`config.mk`:
```
export PLATFORM = sky130hd
export DESIGN_NAME = mod_check_sched_flat
export DESIGN_NICKNAME = d
export VERILOG_FILES = /design/src/rtl/mod_check_sched_if.sv /design/src/rtl/mod_check_sched.sv /design/src/flat_wrapper.sv
export SDC_FILE = /design/constraint.sdc
export NUM_CORES = 1
export LEC_CHECK = 0
export ABC_AREA = 1
export BUFFER_PORTS_ARGS = -buffer_cell sky130_fd_sc_hd__buf_4
export CORE_ASPECT_RATIO = 2
export CORE_UTILIZATION = 50
export DETAILED_ROUTE_END_ITERATION = 6
export GPL_TIMING_DRIVEN = 0
export PLACE_DENSITY = 0.72
export SLEW_MARGIN = 10
export SYNTH_ARGS = -nofsm -noshare
export SYNTH_HDL_FRONTEND = slang
export SYNTH_SLANG_ARGS = --single-unit
```
`constraint.sdc`:
```
create_clock -name clk -period 1.6 [get_ports clk]
set_input_delay 0.16 -clock clk [delete_from_list [all_inputs] [get_ports clk]]
set_output_delay 0.16 -clock clk [all_outputs]
set_load 0.02 [all_outputs]
```
`src/rtl/mod_check_sched_if.sv`:
```
// Request/result handshake bundle shared by the two requesters, the result
// consumer and the mod_check_sched engine.
interface mod_check_sched_if #(
    parameter int W   = 8,
    parameter int DIV = 5
);
    localparam int RW = $clog2(DIV);

    logic          req0_valid;
    logic [W-1:0]  req0_data;
    logic          req0_ready;
    logic          req1_valid;
    logic [W-1:0]  req1_data;
    logic          req1_ready;
    logic          res_valid;
    logic          res_ready;
    logic [RW-1:0] res_rem;
    logic          res_div;
    logic          res_id;
    logic          busy;

    modport slave (
        input  req0_valid, req0_data, req1_valid, req1_data, res_ready,
        output req0_ready, req1_ready, res_valid, res_rem, res_div, res_id, busy
    );

    modport master (
        output req0_valid, req0_data, req1_valid, req1_data, res_ready,
        input  req0_ready, req1_ready, res_valid, res_rem, res_div, res_id, busy
    );
endinterface

```
`src/rtl/mod_check_sched.sv`:
```
// Round-robin front end sharing one bit-serial modulo-DIV remainder engine
// between two requesters; returns remainder, divisible flag and owner id.
//
//   state    | meaning
//   ST_IDLE  | waiting for a request, grant decided combinationally
//   ST_SHIFT | W recurrence steps, then one step latching the result
//   ST_DONE  | result presented, held until res_ready
module mod_check_sched #(
    parameter int W   = 8,
    parameter int DIV = 5
) (
    input  logic             clk,
    input  logic             rst_n,
    mod_check_sched_if.slave bus
);
    localparam int RW  = $clog2(DIV);
    localparam int RW1 = RW + 1;
    localparam int CW  = $clog2(W + 1);
    localparam logic [RW:0]   DIV_T    = RW1'(DIV);
    localparam logic [CW-1:0] CNT_LOAD = CW'(W);

    typedef enum logic [1:0] {
        ST_IDLE  = 2'd0,
        ST_SHIFT = 2'd1,
        ST_DONE  = 2'd2
    } state_t;

    state_t        r_state;
    state_t        w_state_nxt;
    logic          r_last_grant;
    logic [W-1:0]  r_sr;
    logic [RW-1:0] r_rem;
    logic [CW-1:0] r_cnt;
    logic [RW-1:0] r_res_rem;
    logic          r_res_div;
    logic          r_res_id;

    logic          w_grant_any;
    logic          w_grant_id;
    logic          w_accept;
    logic [RW:0]   w_trial;
    logic [RW-1:0] w_rem_nxt;

    // Contended grants alternate; last_grant resets to 1 so requester 0 wins first.
    always_comb begin
        w_grant_any = 1'b0;
        w_grant_id  = 1'b0;
        if (bus.req0_valid && bus.req1_valid) begin
            w_grant_any = 1'b1;
            w_grant_id  = ~r_last_grant;
        end else if (bus.req0_valid) begin
            w_grant_any = 1'b1;
            w_grant_id  = 1'b0;
        end else if (bus.req1_valid) begin
            w_grant_any = 1'b1;
            w_grant_id  = 1'b1;
        end
    end

    // rst_n gates the readies so nothing is accepted while reset is held.
    assign w_accept       = rst_n && (r_state == ST_IDLE) && w_grant_any;
    assign bus.req0_ready = w_accept && !w_grant_id;
    assign bus.req1_ready = w_accept && w_grant_id;

    // t = 2*rem + msb never exceeds 2*DIV-1, so one conditional subtract suffices.
    assign w_trial   = {r_rem, r_sr[W-1]};
    assign w_rem_nxt = (w_trial >= DIV_T) ? RW'(w_trial - DIV_T) : w_trial[RW-1:0];

    always_comb begin
        w_state_nxt = r_state;
        case (r_state)
            ST_IDLE:  if (w_accept)          w_state_nxt = ST_SHIFT;
            ST_SHIFT: if (r_cnt == '0)       w_state_nxt = ST_DONE;
            ST_DONE:  if (bus.res_ready)     w_state_nxt = ST_IDLE;
            default:                         w_state_nxt = ST_IDLE;
        endcase
    end

    always_ff @(posedge clk or negedge rst_n) begin
        if (!rst_n) begin
            r_state <= ST_IDLE;
        end else begin
            r_state <= w_state_nxt;
        end
    end

    always_ff @(posedge clk or negedge rst_n) begin
        if (!rst_n) begin
            r_last_grant <= 1'b1;
            r_sr         <= '0;
            r_rem        <= '0;
            r_cnt        <= '0;
            r_res_rem    <= '0;
            r_res_div    <= 1'b0;
            r_res_id     <= 1'b0;
        end else begin
            case (r_state)
                ST_IDLE: begin
                    if (w_accept) begin
                        r_sr         <= w_grant_id ? bus.req1_data : bus.req0_data;
                        r_rem        <= '0;
                        r_cnt        <= CNT_LOAD;
                        r_res_id     <= w_grant_id;
                        r_last_grant <= w_grant_id;
                    end
                end
                ST_SHIFT: begin
                    if (r_cnt != '0) begin
                        r_rem <= w_rem_nxt;
                        r_sr  <= {r_sr[W-2:0], 1'b0};
                        r_cnt <= r_cnt - CW'(1);
                    end else begin
                        // Result registers survive the handshake and the next SHIFT.
                        r_res_rem <= r_rem;
                        r_res_div <= (r_rem == '0);
                    end
                end
                default: ;
            endcase
        end
    end

    assign bus.res_valid = (r_state == ST_DONE);
    assign bus.busy      = (r_state != ST_IDLE);
    assign bus.res_rem   = r_res_rem;
    assign bus.res_div   = r_res_div;
    assign bus.res_id    = r_res_id;

endmodule

```
`src/flat_wrapper.sv`:
```
// flat-port wrapper written by rule: the top's interface ports become plain ports
module mod_check_sched_flat 
#(
    parameter int W   = 8,
    parameter int DIV = 5
)
  (clk, rst_n, bus_req0_valid, bus_req0_data, bus_req1_valid, bus_req1_data, bus_res_ready, bus_req0_ready, bus_req1_ready, bus_res_valid, bus_res_rem, bus_res_div, bus_res_id, bus_busy);
  mod_check_sched_if #(.W(W), .DIV(DIV)) bus_i ();
  input  logic clk;
  input  logic rst_n;
  input wire logic [$bits(bus_i.req0_valid)-1:0] bus_req0_valid;
  input wire logic [$bits(bus_i.req0_data)-1:0] bus_req0_data;
  input wire logic [$bits(bus_i.req1_valid)-1:0] bus_req1_valid;
  input wire logic [$bits(bus_i.req1_data)-1:0] bus_req1_data;
  input wire logic [$bits(bus_i.res_ready)-1:0] bus_res_ready;
  output wire logic [$bits(bus_i.req0_ready)-1:0] bus_req0_ready;
  output wire logic [$bits(bus_i.req1_ready)-1:0] bus_req1_ready;
  output wire logic [$bits(bus_i.res_valid)-1:0] bus_res_valid;
  output wire logic [$bits(bus_i.res_rem)-1:0] bus_res_rem;
  output wire logic [$bits(bus_i.res_div)-1:0] bus_res_div;
  output wire logic [$bits(bus_i.res_id)-1:0] bus_res_id;
  output wire logic [$bits(bus_i.busy)-1:0] bus_busy;
  assign bus_i.req0_valid = bus_req0_valid;
  assign bus_i.req0_data = bus_req0_data;
  assign bus_i.req1_valid = bus_req1_valid;
  assign bus_i.req1_data = bus_req1_data;
  assign bus_i.res_ready = bus_res_ready;
  assign bus_req0_ready = bus_i.req0_ready;
  assign bus_req1_ready = bus_i.req1_ready;
  assign bus_res_valid = bus_i.res_valid;
  assign bus_res_rem = bus_i.res_rem;
  assign bus_res_div = bus_i.res_div;
  assign bus_res_id = bus_i.res_id;
  assign bus_busy = bus_i.busy;
  mod_check_sched #(.W(W), .DIV(DIV)) u_core (.clk(clk), .rst_n(rst_n), .bus(bus_i));
endmodule
```
Word level (Yosys, flattened, before mapping)

Cells that the tools add are included.

$add $sub $neg: 2
Multipliers: 0
Div/mod/pow operators: 0
Order comparisons: 1
Eq/ne operators: 6
Shifts and indexed selects: 0
Mux-type cells: 20
Bitwise logic cells: 2
Reductions and logical operators: 16

Operator list:

| operator            | count |
|---|---|
| $mux 8              | 3 |
| $pmux 8 s2          | 1 |
| $mux 3              | 3 |
| $mux 4              | 2 |
| $pmux 4 s2          | 1 |
| $mux 2              | 3 |
| $ne 2x1->1 const B  | 3 |
| $pmux 2 s3          | 1 |
| $pmux 3 s2          | 1 |
| $reduce_and 3->1    | 2 |
| $logic_and 1x1->1   | 5 |
| $mux 1              | 5 |
| $ge 4x3->1 const B  | 1 |
| $logic_not 4->1     | 1 |
| $reduce_and 2->1    | 2 |
| $reduce_bool 2->1   | 2 |
| $reduce_bool 4->1   | 1 |
| $sub 4x1->4 const B | 1 |
| $logic_not 3->1     | 1 |
| $sub 3x3->3 const B | 1 |
| $eq 2x1->1 const B  | 1 |
| $eq 2x2->1 const B  | 1 |
| $logic_not 2->1     | 1 |
| $ne 2x2->1 const B  | 1 |
| 2 further kinds     | 3 |

Bits in registers: 23
Bits in latches: 0
RAM bits: 0
Bits in read-only memories: 0
Input bits: 21
Output and inout port bits: 9
Logic and storage cells: 55
Memories kept: 0

Depth between registers and ports, before layout

Depth in word-level cells: 6
Depth in mapped cells: 9
Depth with buffers taken out: 8

Worst setup path after synthesis

Ideal clock, no wire load.

Kind: reg2reg
From: register u_core.r_cnt[0]
To: register u_core.r_sr[6]
Setup time: 0.117 ns
Arrival: 1.181 ns
Data required time: 1.483 ns
Slack: 0.302 ns
Stages on the path, launching flop included: 9
Path buffers: 1
Period minus slack after synthesis: 1.298 ns
Path through: dfrtp_1 inv_1 ha_1 nand2_1 nand2_2 nand2_4 buf_6 nand3_1 nand2_1

Cells in the longest elaborated chain, start to end: 3

RTL lines:

| what                       | line                   | text |
|---|---|---|
| start, declared            | mod_check_sched.sv:33  | `logic [CW-1:0] r_cnt;` |
| start signal, assigned     | mod_check_sched.sv:111 | `r_cnt <= r_cnt - CW'(1);` |
| $reduce_bool 4->1          | mod_check_sched.sv:108 | `if (r_cnt != '0) begin` |
| $ne 2x1->1 (no line)       | n/a                    |  |
| $reduce_and 3->1 (no line) | n/a                    |  |
| end signal, assigned       | mod_check_sched.sv:100 | `r_sr <= w_grant_id ? bus.req1_data : bus.req0_data;` |
| end signal, assigned       | mod_check_sched.sv:110 | `r_sr <= {r_sr[W-2:0], 1'b0};` |
| end, declared              | mod_check_sched.sv:31  | `logic [W-1:0] r_sr;` |

No other way between the ends.
A chain may end at the register's enable or synchronous reset.

Worst setup path after layout

From: register u_core.r_last_grant
To: output bus_req1_ready

Cells in the longest elaborated chain, start to end: 3

RTL lines:

| what                   | line                   | text |
|---|---|---|
| start, declared        | mod_check_sched.sv:30  | `logic r_last_grant;` |
| start signal, assigned | mod_check_sched.sv:104 | `r_last_grant <= w_grant_id;` |
| $not 1->1              | mod_check_sched.sv:50  | `w_grant_id = ~r_last_grant;` |
| $mux 1                 | mod_check_sched.sv:48  | `if (bus.req0_valid && bus.req1_valid) begin` |
| $logic_and 1x1->1      | mod_check_sched.sv:63  | `assign bus.req1_ready = w_accept && w_grant_id;` |
| end, declared          | flat_wrapper.sv:17     | `output wire logic [$bits(bus_i.req1_ready)-1:0] bus_req1_ready;` |

No other way between the ends.

==> flow_summary.yaml <==
global_routing:
  gr-max-usage-layer: "met2"
  met2_usage_pct: 52.4
  grtUsageTotal_pct: 26.7
  grt_pass1_vias: 1272
  grt_first_pass_wirelength_um: 5410
  use_met3_pct: 1.79
  antenna_found_initial: 0
  overflow: 0
  grtUsageMet1_pct: 28.0
  grt_max_degree: 23
floorplanning:
  core_area_sq_um: 2410
  ioPinCount: 30
  initial_core_util_pct: 54.2
  die_area_sq_um: 2830
  die_w_um: 38.1
  die_h_um: 74.3
  placementRows: 25
logic_synthesis:
  syn_area_sq_um: 1310
  synthTopCellsByArea: "dfrtp_1 42%, nand2_1 16%, nand3_1 11%"
  syn_inst: 171
  netlist.area_leader.share_pct: 42.1
  synth_fp_nets: 195
  yosysTopAreaCell: "dfrtp_1"
  synth_warnings: 0
  avgSynthCellArea_sq_um: 7.64
  synth_cell_types: 25
  ys_seq_area_share_pct: 44.2
  ys_ff_latch: 23
layout:
  antenna_cells: 0
  layout_commonest_cell: "nand2_1"
  stdcell_count: 232
  seq_area_sq_um: 577
  synthToLayoutAreaGrowth_pct: 25.1
  num-fill-cells: 204
  final_cell_mix: "54 x nand2_1, 29 x buf_4, 28 x nand3_1"
  fin_nets: 230
  drive_gt1_share_pct: 28.8
  multi_input_area_sq_um: 631
  final_area_sq_um: 1630
  final_core_util_pct: 67.8
hold_path:
  holdCritPathClass: "primary input to flip-flop"
  min_path_cells: 2
placement:
  io_buffers: 28
  dp.cells: 226
  place.gp.congestion: 0.706
  placed_area_sq_um: 1550
  dp_hpwl_um: 2430
cts:
  cts_setup_buffers: 0
  cts_root_buf: "clkbuf_8"
  worstSkewPairLatency_ns: 0.26
  h-tree-depth: 1
  cts.path.max_buffers: 2
  clk_pin_slew_ns: 0.08
  cts_buffers: 3
  cts_tree: "yes"
  clkSinkCount: 23
worst_setup_path:
  worstPathCellList: "nand2_4 > nand2_2 > buf_6 > nor2_1 > buf_4"
  endpoint_kind: "output port"
  slowest_stage: "dfstp_2"
  slowest_delay_ns: 0.56
  critPathMaxFanout: 10
  cp-start-kind: "flip-flop"
  worst-r2r-cell-count: 9
  required_ns: 1.44
  cp.arrival_ns: 1.35
  r2r_setup_slack_ns: 0.14
  critical_path_class: "flip-flop to output port"
outcome:
  status: "finished, final reports clean"
drt:
  wirelength_um: 3090
  vias: 1233
  wl_per_cell_um: 13.3
  drc_errors: 0
  first_pass_iters: 4
  detail_route.iter0.violations: 30
  via_per_inst: 5.31
  ant_nets: 0
timing:
  worstMarginPinSlew_ns: 1.01
  fin_skew_ns: 0.00111
  tns_ns: 0
  maxSlewViolCount: 0
  finalSetupViolCount: 0
  slew_headroom_pct: 32.3
  fin_crit_ns: 1.51
  rsz0062_at_grt: "false"
  post-route-period-util_pct: 94.1
  final_hold_viol_count: 0
  max_freq_mhz: 664
pwr:
  total_power_mw: 3.31
  ir_drop_uv: 959
  power_leakage_nw: 0.874
  p_per_area_nw_per_um2: 2030
run:
  cap_violations: 0
[state kept, by name, indices dropped and copies added, names as in the netlist]
register / flops
u_core.r_last_grant: 1
u_core.r_cnt: 4
u_core.r_state: 2
u_core.r_sr: 8
u_core.bus.res_id: 1
u_core.bus.res_rem: 3
u_core.r_rem: 3
u_core.bus.res_div: 1
[critical path: cells and delay by family, from the launching register on]
family | cells | cell delay, ns
DFF | 1 | 0.56
and+or+nand+nor | 3 | 0.23
buffers and inverters | 2 | 0.29
[final timing paths]
| kind | startpoint | endpoint |
|---|---|---|
| max | u_core.r_last_grant | bus_req1_ready |
| max reg2reg | u_core.r_cnt[0] | u_core.r_sr[5] |
| max in group asynchronous | rst_n | u_core.r_sr[3] |
| min reg2reg | u_core.r_sr[0] | u_core.r_sr[0] |
| min in group asynchronous | rst_n | u_core.r_last_grant |
| min | bus_res_ready | u_core.r_state[1] |
[power breakdown]
| group | leakage (nW) | switching [mW] | internal [mW] |
|---|---|---|---|
| Sequential | 0.286 | 0.186 | 0.867 |
| Clock | 0.0228 | 0.181 | 0.178 |
| Combinational | 0.565 | 1.14 | 0.754 |
[metal layers]
metal  routed length (um)  vias to the layer above
met5                    0                        -
met4                   40                        0
met3                   80                        4
met2                 1810                       34
met1                 1170                      577
li1                     -                      618
[cell families after synthesis]
logic type      after synthesis  synth area share (%)
compound gates               12                  5.36
fa+ha+maj                     3                  2.87
buf+inv                      24                  8.52
flops                        23                  44.2
simple gates                109                  39.1
[stage by stage]
stage | setup slack [ns] | hold slack, ns
final | 0.0946 | 0.0656
after global routing | 0.0129 | 0.0721
after CTS | 0.0153 | 0.0644
after detailed placement | 0.0985 | 0.0837
after global placement | 0.163 | 0.0793
after floorplan | 0.302 | -0.136
[Yosys cell counts]
library cell	count
inv_1	15
o21ai_0	6
nand3_2	1
buf_2	2
ha_1	3
nand2_4	1
buf_4	1
dfrtp_1	22
o31ai_1	1
nand3b_1	1
a21oi_1	1
or2_1	2
or2_2	5
a21oi_2	2
buf_6	2
nand4_1	2
nor2_2	2
o21ai_1	2
nand2_2	3
inv_2	4
nand2_1	56
dfstp_2	1
nand3_1	28
nand3_4	1
nor2_1	7
[area by class of cell]
cell class | count | area share (%)
clock buffer | 4 | 2.76
tap | 27 | 2.07
sequential | 23 | 35.3
buffer | 5 | 2.83
inverter | 19 | 4.36
multi-input combinational | 124 | 38.6
timing repair buffer | 30 | 14.1
[timing repair]
| item | in CTS | in global routing |
|---|---|---|
| hold buffers | 2 | 0 |
| resized for setup | 3 | 3 |
| endpoints found under the hold margin | 22 | 0 |
| gates cloned | 0 | 0 |
| pin swaps | 0 | 0 |
| setup endpoints to repair | 2 | 9 |
Power figures use the tool's default switching activity.
